**config.mk**
```make
export PLATFORM = sky130hd
export DESIGN_NAME = io_arbiter
export DESIGN_NICKNAME = d
export VERILOG_FILES = /design/src/rtl/io_pkg.sv /design/src/rtl/rr_arb2.sv /design/src/rtl/io_arbiter.sv
export SDC_FILE = /design/constraint.sdc
export NUM_CORES = 1
export LEC_CHECK = 0
export ABC_CLOCK_PERIOD_IN_PS = 1520
export BUFFER_PORTS_ARGS = -buffer_cell sky130_fd_sc_hd__buf_2
export CAP_MARGIN = 20
export CORE_AREA = 2 2 81 83
export DETAILED_ROUTE_END_ITERATION = 10
export DIE_AREA = 0 0 83 85
export PLACE_DENSITY = 0.67
export SLEW_MARGIN = 30
export SYNTH_ARGS = -nofsm -noshare
export SYNTH_HDL_FRONTEND = slang
export SYNTH_SLANG_ARGS = --single-unit
```
**constraint.sdc**
```tcl
create_clock -name clk -period 1.52 [get_ports clk]
set_input_delay 0.228 -clock clk [delete_from_list [all_inputs] [get_ports clk]]
set_output_delay 0.228 -clock clk [all_outputs]
set_load 0.05 [all_outputs]
```
**src/rtl/io_pkg.sv**
```systemverilog
// io_pkg: shared IO-port address map and arbiter state type.
package io_pkg;

    localparam logic [1:0] IO_ADDR_STATUS = 2'b00;
    localparam logic [1:0] IO_ADDR_LED    = 2'b01;
    localparam logic [1:0] IO_ADDR_SW_LO  = 2'b10;
    localparam logic [1:0] IO_ADDR_SW_HI  = 2'b11;

    typedef enum logic {
        IDLE,
        RD_WAIT
    } arb_state_t;

endpackage

```
**src/rtl/rr_arb2.sv**
```systemverilog
// rr_arb2: combinational two-way round-robin picker; a tie goes to the requester not served last.
module rr_arb2 (
    input  logic [1:0] req,
    input  logic       rr_last,
    output logic       valid,
    output logic       winner
);

    always_comb begin
        valid  = |req;
        winner = 1'b0;
        unique case (req)
            2'b01:   winner = 1'b0;
            2'b10:   winner = 1'b1;
            2'b11:   winner = ~rr_last;
            default: winner = 1'b0;
        endcase
    end

endmodule

```
**src/rtl/io_arbiter.sv**
```systemverilog
// io_arbiter: round-robin arbiter for two requesters onto the 4-word IO port.
// Defining IO_ARB_STATS_EN adds saturating per-requester grant counters gcnt0/gcnt1.
module io_arbiter
    import io_pkg::*;
#(
    parameter int unsigned ADDR_W = 2,
    parameter int unsigned DATA_W = 32
) (
    input  logic              clk,
    input  logic              rst,
    input  logic              req0,
    input  logic              req1,
    input  logic              we0,
    input  logic              we1,
    input  logic [ADDR_W-1:0] addr0,
    input  logic [ADDR_W-1:0] addr1,
    input  logic [DATA_W-1:0] wdata0,
    input  logic [DATA_W-1:0] wdata1,
    output logic              gnt0,
    output logic              gnt1,
    output logic              rvalid0,
    output logic              rvalid1,
    output logic [DATA_W-1:0] rdata0,
    output logic [DATA_W-1:0] rdata1,
    output logic              pRead,
    output logic              pWrite,
    output logic [ADDR_W-1:0] pAddr,
    output logic [DATA_W-1:0] pWriteData,
    input  logic [DATA_W-1:0] pReadData
`ifdef IO_ARB_STATS_EN
    ,
    output logic [15:0]       gcnt0,
    output logic [15:0]       gcnt1
`endif
);

    arb_state_t        state;
    logic              rr_last;
    logic              rd_owner;
    logic              pick_valid;
    logic              winner;
    logic              win_we;
    logic [ADDR_W-1:0] win_addr;
    logic [DATA_W-1:0] win_wdata;

    rr_arb2 u_rr_arb2 (
        .req    ({req1, req0}),
        .rr_last(rr_last),
        .valid  (pick_valid),
        .winner (winner)
    );

    assign win_we    = winner ? we1 : we0;
    assign win_addr  = winner ? addr1 : addr0;
    assign win_wdata = winner ? wdata1 : wdata0;

    // Grant and read-return are combinational off the state; reset blanks everything at once.
    always_comb begin
        gnt0       = 1'b0;
        gnt1       = 1'b0;
        rvalid0    = 1'b0;
        rvalid1    = 1'b0;
        rdata0     = '0;
        rdata1     = '0;
        pRead      = 1'b0;
        pWrite     = 1'b0;
        pAddr      = '0;
        pWriteData = '0;
        if (!rst) begin
            unique case (state)
                IDLE: begin
                    if (pick_valid) begin
                        gnt0       = ~winner;
                        gnt1       = winner;
                        pWrite     = win_we;
                        pRead      = ~win_we;
                        pAddr      = win_addr;
                        pWriteData = win_wdata;
                    end
                end
                RD_WAIT: begin
                    rvalid0 = ~rd_owner;
                    rvalid1 = rd_owner;
                    if (rd_owner) rdata1 = pReadData;
                    else          rdata0 = pReadData;
                end
                default: ;
            endcase
        end
    end

    always_ff @(posedge clk) begin
        if (rst) begin
            state    <= IDLE;
            rr_last  <= 1'b1;
            rd_owner <= 1'b0;
        end else begin
            unique case (state)
                IDLE: begin
                    if (pick_valid) begin
                        rr_last <= winner;
                        if (!win_we) begin
                            rd_owner <= winner;
                            state    <= RD_WAIT;
                        end
                    end
                end
                RD_WAIT: state <= IDLE;
                default: state <= IDLE;
            endcase
        end
    end

`ifdef IO_ARB_STATS_EN
    always_ff @(posedge clk) begin
        if (rst) begin
            gcnt0 <= '0;
            gcnt1 <= '0;
        end else begin
            if (gnt0 && gcnt0 != 16'hFFFF) gcnt0 <= gcnt0 + 16'd1;
            if (gnt1 && gcnt1 != 16'hFFFF) gcnt1 <= gcnt1 + 16'd1;
        end
    end
`endif

endmodule

```
# After elaboration in Yosys (flattened, before gate mapping)
# Index checks and enable logic that the tools add are counted.
# op_classes
n_reduce_logical	3
muxes	35
bitwise	5
eq_ne	2
# ops
operator	count
32-bit two-way mux	10
1-bit two-way mux	19
2-bit two-way mux	4
1-bit inverter	5
2-bit == test, second input constant	2
1-bit case mux with 2 select lines	2
3-bit AND reduction	1
2-bit AND reduction	1
2-bit OR reduction	1
# word_totals
output_inout_bits	104
in_bits	106
register_bits	3
wordCells	48

# Logic depth before layout (Yosys ltp)
# depth
ltp_word	7
ltp_mapped	5
mapped_depth_nobuf	3

# Hierarchy
# Synthesis repeated with hierarchy kept, for this count alone.
# unflattened
hier_cells	169
area_unflattened_um2	1144.8
# by_module_without_submodules
mod	n_inst	area_per_inst_um2	cells_each
io_arbiter	1	1131.1	167
rr_arb2	1	13.8	2

# Least setup slack after synthesis
# OpenSTA, ideal clock, no wires.
# synth_timing
path_kind	reg-to-output
startpoint	register rr_last
endpoint	output port pWrite
required_ps	1292
stages_incl_launch_ff	4
t_arrival_ps	1810
path_buffers	0
slack_ps	-518
cell_sequence	dfxtp_1 > a21bo_2 > o32ai_1 > nor3b_1
# synth_via
elab_chain_len	6
# synth_lines
element	line	text
start, declared	io_arbiter.sv:38	logic rr_last;
start signal, assigned	io_arbiter.sv:101	rr_last <= winner;
1-bit inverter	rr_arb2.sv:15	2'b11: winner = ~rr_last;
1-bit case mux with 2 select lines	rr_arb2.sv:12	unique case (req)
1-bit two-way mux	io_arbiter.sv:53	assign win_we = winner ? we1 : we0;
1-bit two-way mux	io_arbiter.sv:72	if (pick_valid) begin
1-bit two-way mux	io_arbiter.sv:70	unique case (state)
1-bit two-way mux	io_arbiter.sv:69	if (!rst) begin
end, declared	io_arbiter.sv:26	output logic pWrite,
# Every way passes these cells.

# Worst setup path in the final report
# layout_timing
startpoint	register rr_last
endpoint	output port pWriteData[14]
# layout_via
elab_chain_len	6
# layout_lines
element	line	text
1-bit inverter	rr_arb2.sv:15	
1-bit case mux with 2 select lines	rr_arb2.sv:12	
32-bit two-way mux	io_arbiter.sv:55	assign win_wdata = winner ? wdata1 : wdata0;
32-bit two-way mux	io_arbiter.sv:72	
32-bit two-way mux	io_arbiter.sv:70	
32-bit two-way mux	io_arbiter.sv:69	
end, declared	io_arbiter.sv:28	output logic [DATA_W-1:0] pWriteData,
# Every way passes these cells.

==> run summary <==
Worst setup SP type: flip-flop
run status: complete, but fails checks
mapped cell area: 1000 µm²
Die H: 85 µm
die footprint: 7060 µm²
Total GRT Usage: 20.7%
Hold WS: 289 ps
number of cells on the worst reg-to-reg path: 6
maximum vdd drop: 0.280 mV
clock-pin slew on the worst setup and hold paths: 40 ps
Initial Utilization: 16.1%
Area Growth Syn to Fin: 317%
diode count: 0
Final Cell Area: 4170 µm²
crit path cell chain: a21bo_4 > nor3_4 > buf_6 > buf_12 > buf_16 > a22o_4 > buf_8
post-cts hold buffer count: 0
Final setup viols: 103
Final ANT Viol Nets: 0
DRC marker count from the first detailed-route iteration: 29
Vias/cell: 4.62
router iterations before antenna repair: 3
Slew HR: 82.9%
Power per Cell Area: 388 nW/µm²
post-synthesis mux area share: 0%
xor/xnor share of the synthesized area: 0%
GR Overflow Total: 0
clock root cell: clkbuf_8
critical path depth: 7
first-pass GRT wire length: 11800 µm
Worst Hold Class: input pin to flip-flop
CTS Buf Count: 3
fin. max-slew vios: 0
Sink Count: 3
number of global-route vias before repair: 2329
core area: 6200 µm²
main combinational cell family by area after synthesis: simple AND/OR/NAND/NOR gates
Boundary Pins: 210
max-cap viol count: 0
clock skew: 1.39 ps
Die W: 83 µm
buffers added on ports: 209
slowest CP cell: dfxtp_2
post-synth cell types: 24
fin worst setup slack: -276 ps
post-synthesis adder-cell area fraction: 0%
RSZ-0062 raised after global routing: true
Setup Crit Path Kind: flip-flop to primary output
Post-Syn Area per Cell: 7.41 µm²
most frequent cells in the layout: buf_2, buf_8, and2_4
nets@finish: 483
Synthesized Nets: 241
ranking of synthesized cells by area: and2_1, a22o_1, dfxtp_1, buf_6, buf_2
Crit. End Element: primary output
final worst path period share: 118%
Gate Count Post-Synth: 135
number of synthesized register bits: 3
Worst Path Required: 1290 ps
post-synthesis compound-gate area fraction: 34.5%
CP Max Fanout: 4
Avg WL per Cell: 17.9 µm
hold path depth: 3
Post-DP Area: 2550 µm²
Fin. Hold Viols: 0
fmax: 557 MHz
H-Tree Depth: 1
largest net degree at the start of global routing: 36
worst slew pin tran: 255 ps
CTS max path bufs: 2
post-DP HPWL: 4310 µm
# DRC: 0
WP data arrival: 1570 ps
crit-path max cell delay: 320 ps
initial antenna violation count: 0
failing checks: setup timing
Synth area leader: and2_1
CTS tree: yes
commonest non-fill, non-tap cell in the layout: buf_2
Clock Latency Late Sink: 220 ps
Post-Synth Simple-Gate Area: 49.4%
layout cells sized above 1: 97.1%
Critical path buffers and inverters: 4
wirelength, routed: 8090 µm
top cell type's share of synthesized area: 40.0%
Place WS: -145 ps
via count: 2091
sequential share of the synthesized area: 6.00%
synth warn: 0
GP Congestion: 0.757
leakage: 2.10 nW
CP delay by family, top: buffers and inverters
row count: 29
min cycle time layout: 1800 ps
## path summary, 6_finish.rpt
check        startpoint              to  slack (ps)
max             rr_last  pWriteData[14]        -280
min reg2reg     rr_last         rr_last         610
min                 we0        rd_owner         290
max reg2reg     rr_last        rd_owner         240
## power by group
group          internal [mW]  switching (mW)  total [mW]  leakage [nW]
clock network          0.180          0.0674       0.248        0.0228
registers             0.0856         0.00714      0.0927        0.0252
logic                  0.618           0.662        1.28          2.05
## cells in the mapped netlist
master / number
o32a_1: 1
nor3b_1: 1
a221o_1: 1
clkbuf_1: 4
inv_1: 2
nor3_1: 2
buf_2: 6
nor2_2: 1
nand2_1: 1
a21bo_2: 1
buf_4: 1
nor3_4: 1
and2_1: 64
o32ai_1: 1
nor4_1: 1
nand2b_1: 1
dfxtp_1: 3
o2bb2ai_1: 1
inv_2: 2
buf_6: 3
nor2b_1: 1
a22o_1: 34
nor4_4: 1
nor3_2: 1
## timing repair
item	4_1_cts	5_1_grt
gates resized for setup	333	57
hold endpoints to repair	0	0
pin swaps	58	25
buffers inserted	16	6
cloned	9	4
endpoints found under the setup margin	104	104
## metal layers
metal	GRT usage (%)	wire length, µm
met4	5.81	111
met2	43.1	4780
met1	19.6	2590
met5	0	0
met3	5.54	615
## tightest hold or removal path: stages
cell	delay, ps
buf_2	100
nor4_1	50
o2bb2ai_1	100
## sequential cells by signal (all words and copies together) (netlist names)
name and count:
rd_owner 1, rr_last 1, state 1
## through the flow
stage / std cells / util (%) / power [mW] / setup TNS [ps]
after global placement: 420 / 41.2 / 0.980 / -6370
after global routing: 453 / 67.2 / 1.68 / -25260
after floorplan: 135 / - / 0.699 / -1810
after CTS: 449 / 65.0 / 1.59 / -22460
final: 453 / 67.2 / 1.62 / -20460
after detailed placement: 420 / 41.2 / 0.988 / -7450
## final cells by class
| cell class | instances | area [µm²] |
|---|---|---|
| inverters | 4 | 20.0 |
| well taps | 77 | 96.3 |
| flip-flops and latches | 3 | 65.1 |
| clock buffers | 4 | 45.0 |
| multi-input cells | 114 | 1290 |
| fillers | 434 | 2030 |
| repair buffers | 251 | 2660 |
## cells by family after synthesis
| family | after synthesis |
|---|---|
| DFF | 3 |
| buffers and inverters | 18 |
| and+or+nand+nor | 75 |
| AOI/OAI and AO/OA | 39 |
Note: power is estimated with default switching activity, not from simulation.
